<file path="config.mk">
export PLATFORM = sky130hd
export DESIGN_NAME = rom_stream_reader
export DESIGN_NICKNAME = d
export VERILOG_FILES = /design/src/rtl/rom_stream_reader.sv
export SDC_FILE = /design/constraint.sdc
export NUM_CORES = 1
export LEC_CHECK = 0
export CORE_MARGIN = 10
export CORE_UTILIZATION = 45
export DETAILED_ROUTE_END_ITERATION = 8
export PLACE_DENSITY = 0.69
export SLEW_MARGIN = 40
export SYNTH_ARGS = -nofsm -noshare
export SYNTH_HDL_FRONTEND = slang
export SYNTH_SLANG_ARGS = --single-unit
</file>
<file path="constraint.sdc">
create_clock -name clk -period 2.1 [get_ports clk]
set_input_delay 0.21 -clock clk [delete_from_list [all_inputs] [get_ports clk]]
set_output_delay 0.21 -clock clk [all_outputs]
set_load 0.01 [all_outputs]
</file>
<file path="src/rtl/rom_stream_reader.sv">
// Reads len consecutive words from a registered 8x4-style ROM starting at base
// and replays them as a valid/ready stream. Optional checksum: ROM_READER_CHECKSUM_EN.
module rom_stream_reader #(
   parameter int ADDR_W     = 3,
   parameter int DATA_W     = 4,
   parameter int FIFO_DEPTH = 4
) (
   input  logic              clk,
   input  logic              rst_n,
   input  logic              start,
   input  logic [ADDR_W-1:0] base,
   input  logic [ADDR_W:0]   len,
   output logic              rom_en,
   output logic [ADDR_W-1:0] rom_addr,
   input  logic [DATA_W-1:0] rom_data,
   output logic              out_valid,
   output logic [DATA_W-1:0] out_data,
   input  logic              out_ready,
   output logic              busy,
   output logic              done,
   output logic [7:0]        checksum
);

   localparam int PTR_W = $clog2(FIFO_DEPTH);
   localparam int CNT_W = PTR_W + 1;
   localparam int OCC_W = CNT_W + 1;
   localparam logic [ADDR_W:0] LEN_ONE = (ADDR_W+1)'(1);

   // Handshake: a word transfers on any rising edge where out_valid && out_ready;
   // out_valid never drops and out_data never changes until that transfer happens.

   typedef enum logic [1:0] {IDLE, READ, DRAIN} state_t;
   state_t state, state_nxt;

   logic [ADDR_W-1:0] addr_cnt;
   logic [ADDR_W:0]   issue_cnt;
   logic [ADDR_W:0]   deliver_cnt;
   logic              cap_v;
   logic [DATA_W-1:0] mem [FIFO_DEPTH];
   logic [PTR_W-1:0]  wr_ptr, rd_ptr;
   logic [CNT_W-1:0]  fifo_cnt;
   logic [OCC_W-1:0]  occupancy;
   logic              accept, issue, push, pop, last_pop;

   // Credits cover words already queued plus reads still in the ROM pipeline.
   assign occupancy = OCC_W'(fifo_cnt) + OCC_W'(rom_en) + OCC_W'(cap_v);
   assign accept    = (state == IDLE) && start && (len != '0);
   assign push      = cap_v;
   assign pop       = out_valid && out_ready;
   assign last_pop  = pop && (deliver_cnt == LEN_ONE);

   always_ff @(posedge clk) begin
      if (!rst_n) state <= IDLE;
      else        state <= state_nxt;
   end

   always_comb begin
      state_nxt = state;
      case (state)
         IDLE:    if (accept) state_nxt = (len == LEN_ONE) ? DRAIN : READ;
         READ:    if (issue && issue_cnt == LEN_ONE) state_nxt = DRAIN;
         DRAIN:   if (last_pop) state_nxt = IDLE;
         default: state_nxt = IDLE;
      endcase
   end

   always_comb begin
      issue     = accept ||
                  ((state == READ) && (issue_cnt != '0) &&
                   (occupancy < OCC_W'(FIFO_DEPTH)));
      busy      = (state != IDLE);
      out_valid = (fifo_cnt != '0);
      out_data  = out_valid ? mem[rd_ptr] : '0;
   end

   always_ff @(posedge clk) begin
      if (!rst_n) begin
         rom_en      <= 1'b0;
         rom_addr    <= '0;
         addr_cnt    <= '0;
         issue_cnt   <= '0;
         deliver_cnt <= '0;
         cap_v       <= 1'b0;
         done        <= 1'b0;
      end else begin
         rom_en <= issue;
         cap_v  <= rom_en;
         done   <= (state == DRAIN) && last_pop;
         if (accept) begin
            rom_addr    <= base;
            addr_cnt    <= base + ADDR_W'(1);
            issue_cnt   <= len - LEN_ONE;
            deliver_cnt <= len;
         end else begin
            if (issue) begin
               rom_addr  <= addr_cnt;
               addr_cnt  <= addr_cnt + ADDR_W'(1);
               issue_cnt <= issue_cnt - LEN_ONE;
            end
            if (pop) deliver_cnt <= deliver_cnt - LEN_ONE;
         end
      end
   end

   always_ff @(posedge clk) begin
      if (!rst_n) begin
         wr_ptr   <= '0;
         rd_ptr   <= '0;
         fifo_cnt <= '0;
      end else begin
         if (push) wr_ptr <= wr_ptr + PTR_W'(1);
         if (pop)  rd_ptr <= rd_ptr + PTR_W'(1);
         case ({push, pop})
            2'b10:   fifo_cnt <= fifo_cnt + CNT_W'(1);
            2'b01:   fifo_cnt <= fifo_cnt - CNT_W'(1);
            default: fifo_cnt <= fifo_cnt;
         endcase
      end
   end

   // Storage is left unreset; out_data is gated by out_valid instead.
   always_ff @(posedge clk) begin
      if (push) mem[wr_ptr] <= rom_data;
   end

`ifdef ROM_READER_CHECKSUM_EN
   logic [7:0] sum_q;

   always_ff @(posedge clk) begin
      if (!rst_n)      sum_q <= 8'h00;
      else if (accept) sum_q <= 8'h00;
      else if (pop)    sum_q <= sum_q + 8'(out_data);
   end

   assign checksum = sum_q;
`else
   assign checksum = 8'h00;
`endif

endmodule

</file>
======== Word-level counts from Yosys, hierarchy flattened ========
Memories as Yosys holds them, arrays and structs flattened. A register that Yosys moved wholly into a read port is not among the register bits.
Index checks and enable logic that the tools add are counted.
cells by class
  eq/ne operators ......................... 10
  reduce and logical (&&, ||, !) cells .... 18
  $add $sub $neg .......................... 11
  order comparisons ....................... 1
  multiplexer cells ....................... 19
operator list
  kind                                                                          count
  4-bit two-way mux                                                             5
  4-bit by 1-bit == test with 1-bit output, second input constant               3
  2-bit two-way mux                                                             6
  3-bit two-way mux                                                             4
  4-bit by 1-bit subtractor with 4-bit output, second input constant            3
  3-bit by 1-bit adder with 3-bit output, second input constant                 3
  1-bit logical AND                                                             8
  2-bit nonzero test                                                            4
  4-bit nonzero test                                                            2
  2-bit inequality test, second input constant                                  3
  2-bit case mux with 3 select lines                                            1
  3-bit case mux with 2 select lines                                            1
  2-bit by 1-bit adder with 2-bit output, second input constant                 2
  3-bit by 1-bit adder with 4-bit output                                        1
  4-bit by 1-bit adder with 4-bit output                                        1
  2-bit by 1-bit == test with 1-bit output, second input constant               2
  2-bit == test, second input constant                                          2
  4-bit by 3-bit less-than comparator with 1-bit output, second input constant  1
  3-bit AND reduction                                                           1
  3-bit nonzero test                                                            1
  3-bit by 1-bit subtractor with 3-bit output, second input constant            1
  2-bit logical NOT                                                             1
  1-bit two-way mux                                                             2
  1-bit logical OR                                                              1
word-level totals
  memories ................................ 1
  input bits .............................. 15
  bits in writable memories ............... 16
  word-level logic and storage cells ...... 71
  output and inout bits ................... 19
  flip-flop bits (word level) ............. 26
memory list
  name  words  width  read ports  clocked after memory_dff  wr ports  RTL line  RTL
  mem   4      4      1           1                         1         39        logic [DATA_W-1:0] mem [FIFO_DEPTH];

======== Depth between registers and ports, before layout ========
  word-level depth ........................ 8
  mapped depth ............................ 11
  mapped depth without buffers ............ 10

======== Least setup slack after synthesis ========
Ideal clock, no wire load.
  path type ............................... flip-flop to flip-flop
  from .................................... register fifo_cnt[1]
  to ...................................... register fifo_cnt[2]
  path slack .............................. 163 ps
  library setup time ...................... 71 ps
  data required time ...................... 2029 ps
  data arrival time ....................... 1866 ps
  buffers on the path ..................... 1
  period minus slack after synthesis ...... 1937 ps
  stages on the path, launching flop included .. 9
  path through ............................ dfxtp_1 > o31a_1 > buf_2 > ha_1 > inv_1 > fa_1 > xor2_1 > or3_1 > a21oi_1
on the way
  cells in the longest elaborated chain, start to end .. 4
RTL lines
  element                                                                                              RTL line  RTL
  from (decl)                                                                                          41        logic [CNT_W-1:0] fifo_cnt;
  from (signal assigned)                                                                               114       2'b10: fifo_cnt <= fifo_cnt + CNT_W'(1);
  from (signal assigned)                                                                               115       2'b01: fifo_cnt <= fifo_cnt - CNT_W'(1);
  from (signal assigned)                                                                               116       default: fifo_cnt <= fifo_cnt;
  parallel branches: the longest is 4 deep, another holds 3-bit by 1-bit subtractor with 3-bit output  -
Several ways; the timed one is not identified.
A chain may end at the register's enable or synchronous reset.

==> results.toml <==
[run_status]
status = "finished, final reports clean"

[sta]
slew_headroom_pct = 63.7
rsz0062_at_grt = "false"
setup_violations = 0
maxSlewViolCount = 0
period_share_pct = 95.2
finClkSkew_ns = 0.00470
worst_pin_slew_ns = 0.545
hold_viol = 0
layout_min_cycle_time_ns = 2.00
fmax_mhz = 500
fin_ws_ns = 0.100

[routing]
ant_nets = 0
drt-initial-drc-count = 71
routed_wl_um = 4410
vias = 1625
via_per_inst = 5.03
drt-wirelength-per-cell_um = 13.7
dr.pass1.iters = 4
drc = 0

[clocking]
cts.clk_slew.worst_paths_ns = 0.08
cts_tree = "built"
clk_latency_ns = 0.30
clock-sinks = 44
cts-htree-levels = 2
cts-root-buf = "clkbuf_8"
cts_buffers = 5
cts_hold_repair.buffers = 0
cts_buffer_depth = 2

[critical_path]
worstSetupPathType = "reg2out"
cp-endpoint = "out_data[3]"
path_max_fanout = 4
cp-end-kind = "output pin"
worstReg2RegStart = "fifo_cnt[0]"
arrival_ns = 1.79
worst_setup_path_start_kind = "flop"
worstReg2RegEnd = "fifo_cnt[2]"
cp_data_required_time_ns = 1.89
r2r_cells = 7
rrSetupSlack_ns = 0.14

[grt]
grt-ovfl-total = 0
grt_pass1_wl_um = 7490
antenna_found_initial = 0
grt_max_degree = 17
grt_pass1_vias = 1596
grt_util_all_layers_pct = 10.9

[layout]
final_util_pct = 58.1
antenna_cells = 0
mostFrequentLayoutCell = "dfxtp_1"
nets = 284
final_cell_mix = "dfxtp_1, clkdlybuf4s50_1, buf_4, inv_1, edfxtp_1"
syn_to_final_growth_pct = 23.7
fin_area_um2 = 2760
drive_above_1_share_pct = 15.6
final_cells = 323

[placement]
dp_slack_ns = -0.227
io_buffers = 25
placed_cell_area_um2 = 2620
dp_cells = 315
gp_routability_congestion = 0.797
dp_hpwl_um = 3340

[yosys]
ys_seq_elements = 44
syn_area_um2 = 2230
async_flop_share_pct = 0
synth.yosys.warnings = 0
synth_edf_count = 16
synthCells = 213
yosysSeqAreaShare_pct = 46.6
yosysUniqueCellTypes = 48
avgSynthCellArea_um2 = 10.5
synth-main-ff-cell = "dfxtp_1"

[flow_run]
maxCapViolCount = 0

[hold_path]
min_path_type = "reg2reg"

[die]
dieArea_um2 = 8180
fp-row-count = 25
ios = 34
die_y_um = 90.5
dieWidth_um = 90.5
initial_utilization_pct = 47.0
core-area_um2 = 4750

[power_and_ir_drop]
p_per_area_nw_per_um2 = 957
vdd_ir_drop_max_uv = 411
power.leakage_nw = 1.09
## worst min path at each step
stage / start / to / slack [ns] / depth (start not counted)
finish: addr_cnt[1] / addr_cnt[1] / 0.48 / 2
floorplan: rom_data[0] / mem[0][0] / 0.31 / 0
detailed placement: addr_cnt[1] / addr_cnt[1] / 0.48 / 2
CTS: addr_cnt[1] / addr_cnt[1] / 0.49 / 2
global route: addr_cnt[1] / addr_cnt[1] / 0.51 / 2
global placement: addr_cnt[1] / addr_cnt[1] / 0.46 / 2
## flip-flops by register name (all words and copies together), names as in the netlist, named ones only
name / flops
mem: 16
cap_v: 1
deliver_cnt: 4
state: 2
addr_cnt: 3
fifo_cnt: 3
wr_ptr: 2
issue_cnt: 4
rom_addr: 3
rd_ptr: 2
rom_en: 1
done: 1
## per-stage QoR
stage	TNS, ns	hold WS (ns)	power (mW)
global route	0	0.509	2.81
finish	0	0.482	2.65
global placement	-0.189	0.462	1.89
floorplan	0	0.309	1.59
detailed placement	-0.325	0.476	1.91
CTS	0	0.487	2.66
## kinds of logic (layout without fill, tap and decap cells)
group / count (synthesis) / count (layout) / synth area share (%)
other: 1 / 8 / 0.168
multiplexers: 6 / 6 / 4.93
flip-flops: 44 / 44 / 46.6
buffers and inverters: 32 / 68 / 7.67
AND/OR/NAND/NOR: 65 / 65 / 16.0
AO/OA/AOI/OAI: 40 / 40 / 12.2
adder cells (fa/ha/maj): 14 / 14 / 8.17
XOR/XNOR: 11 / 11 / 4.31
## final cells by class
| type | instances | area [um2] |
|---|---|---|
| clock buffers | 6 | 72.6 |
| multi-input cells | 144 | 1050 |
| inverters | 17 | 63.8 |
| repair buffers | 43 | 385 |
| flip-flops and latches | 44 | 1040 |
| well taps | 67 | 83.8 |
| fillers | 438 | 1990 |
| clock inverters | 2 | 60.1 |
## Yosys cell counts (all sizes together) (2+ instances only)
cell type / count / share of area (%)
a211oi: 2 / 0.67
a21o: 3 / 1.0
a21oi: 10 / 2.6
a311oi: 4 / 1.6
a31oi: 2 / 0.56
and2: 5 / 1.4
and3: 2 / 1.0
and4: 3 / 1.3
buf: 12 / 3.9
clkbuf: 3 / 0.95
dfxtp: 28 / 25
edfxtp: 16 / 22
ha: 13 / 7.3
inv: 17 / 2.9
mux2i: 2 / 0.90
mux4: 4 / 4.0
nand2: 16 / 2.7
nand3: 4 / 1.1
nand4: 4 / 1.1
nor2: 12 / 2.0
nor2b: 4 / 1.1
nor3: 9 / 2.0
o21ai: 10 / 2.2
or3b: 2 / 0.90
xnor2: 3 / 1.2
xor2: 8 / 3.1
## per-layer routing
metal,global-route usage (%),vias to the layer above,routed length [um]
met5,0,-,0
met4,3.71,0,65
li1,-,825,-
met2,15.9,34,1870
met3,4.32,7,273
met1,14.1,759,2200
## where the power goes
group / switching, mW / internal [mW]
combinational: 0.382 / 0.432
clock: 0.280 / 0.475
sequential: 0.0934 / 0.982
## worst max-delay path, cell delays in order (launching register included)
cell and delay [ns]:
dfxtp_4 0.40, mux4_2 0.49, nor2b_1 0.14, clkdlybuf4s50_1 0.47
## what timing repair did
action / 4_1_cts / 5_1_grt
gates resized for setup: 1 / 3
hold endpoints to repair: 0 / 0
setup endpoints to repair: 4 / 2
setup buffers: 0 / 0
Note: power is estimated with default switching activity, not from simulation.
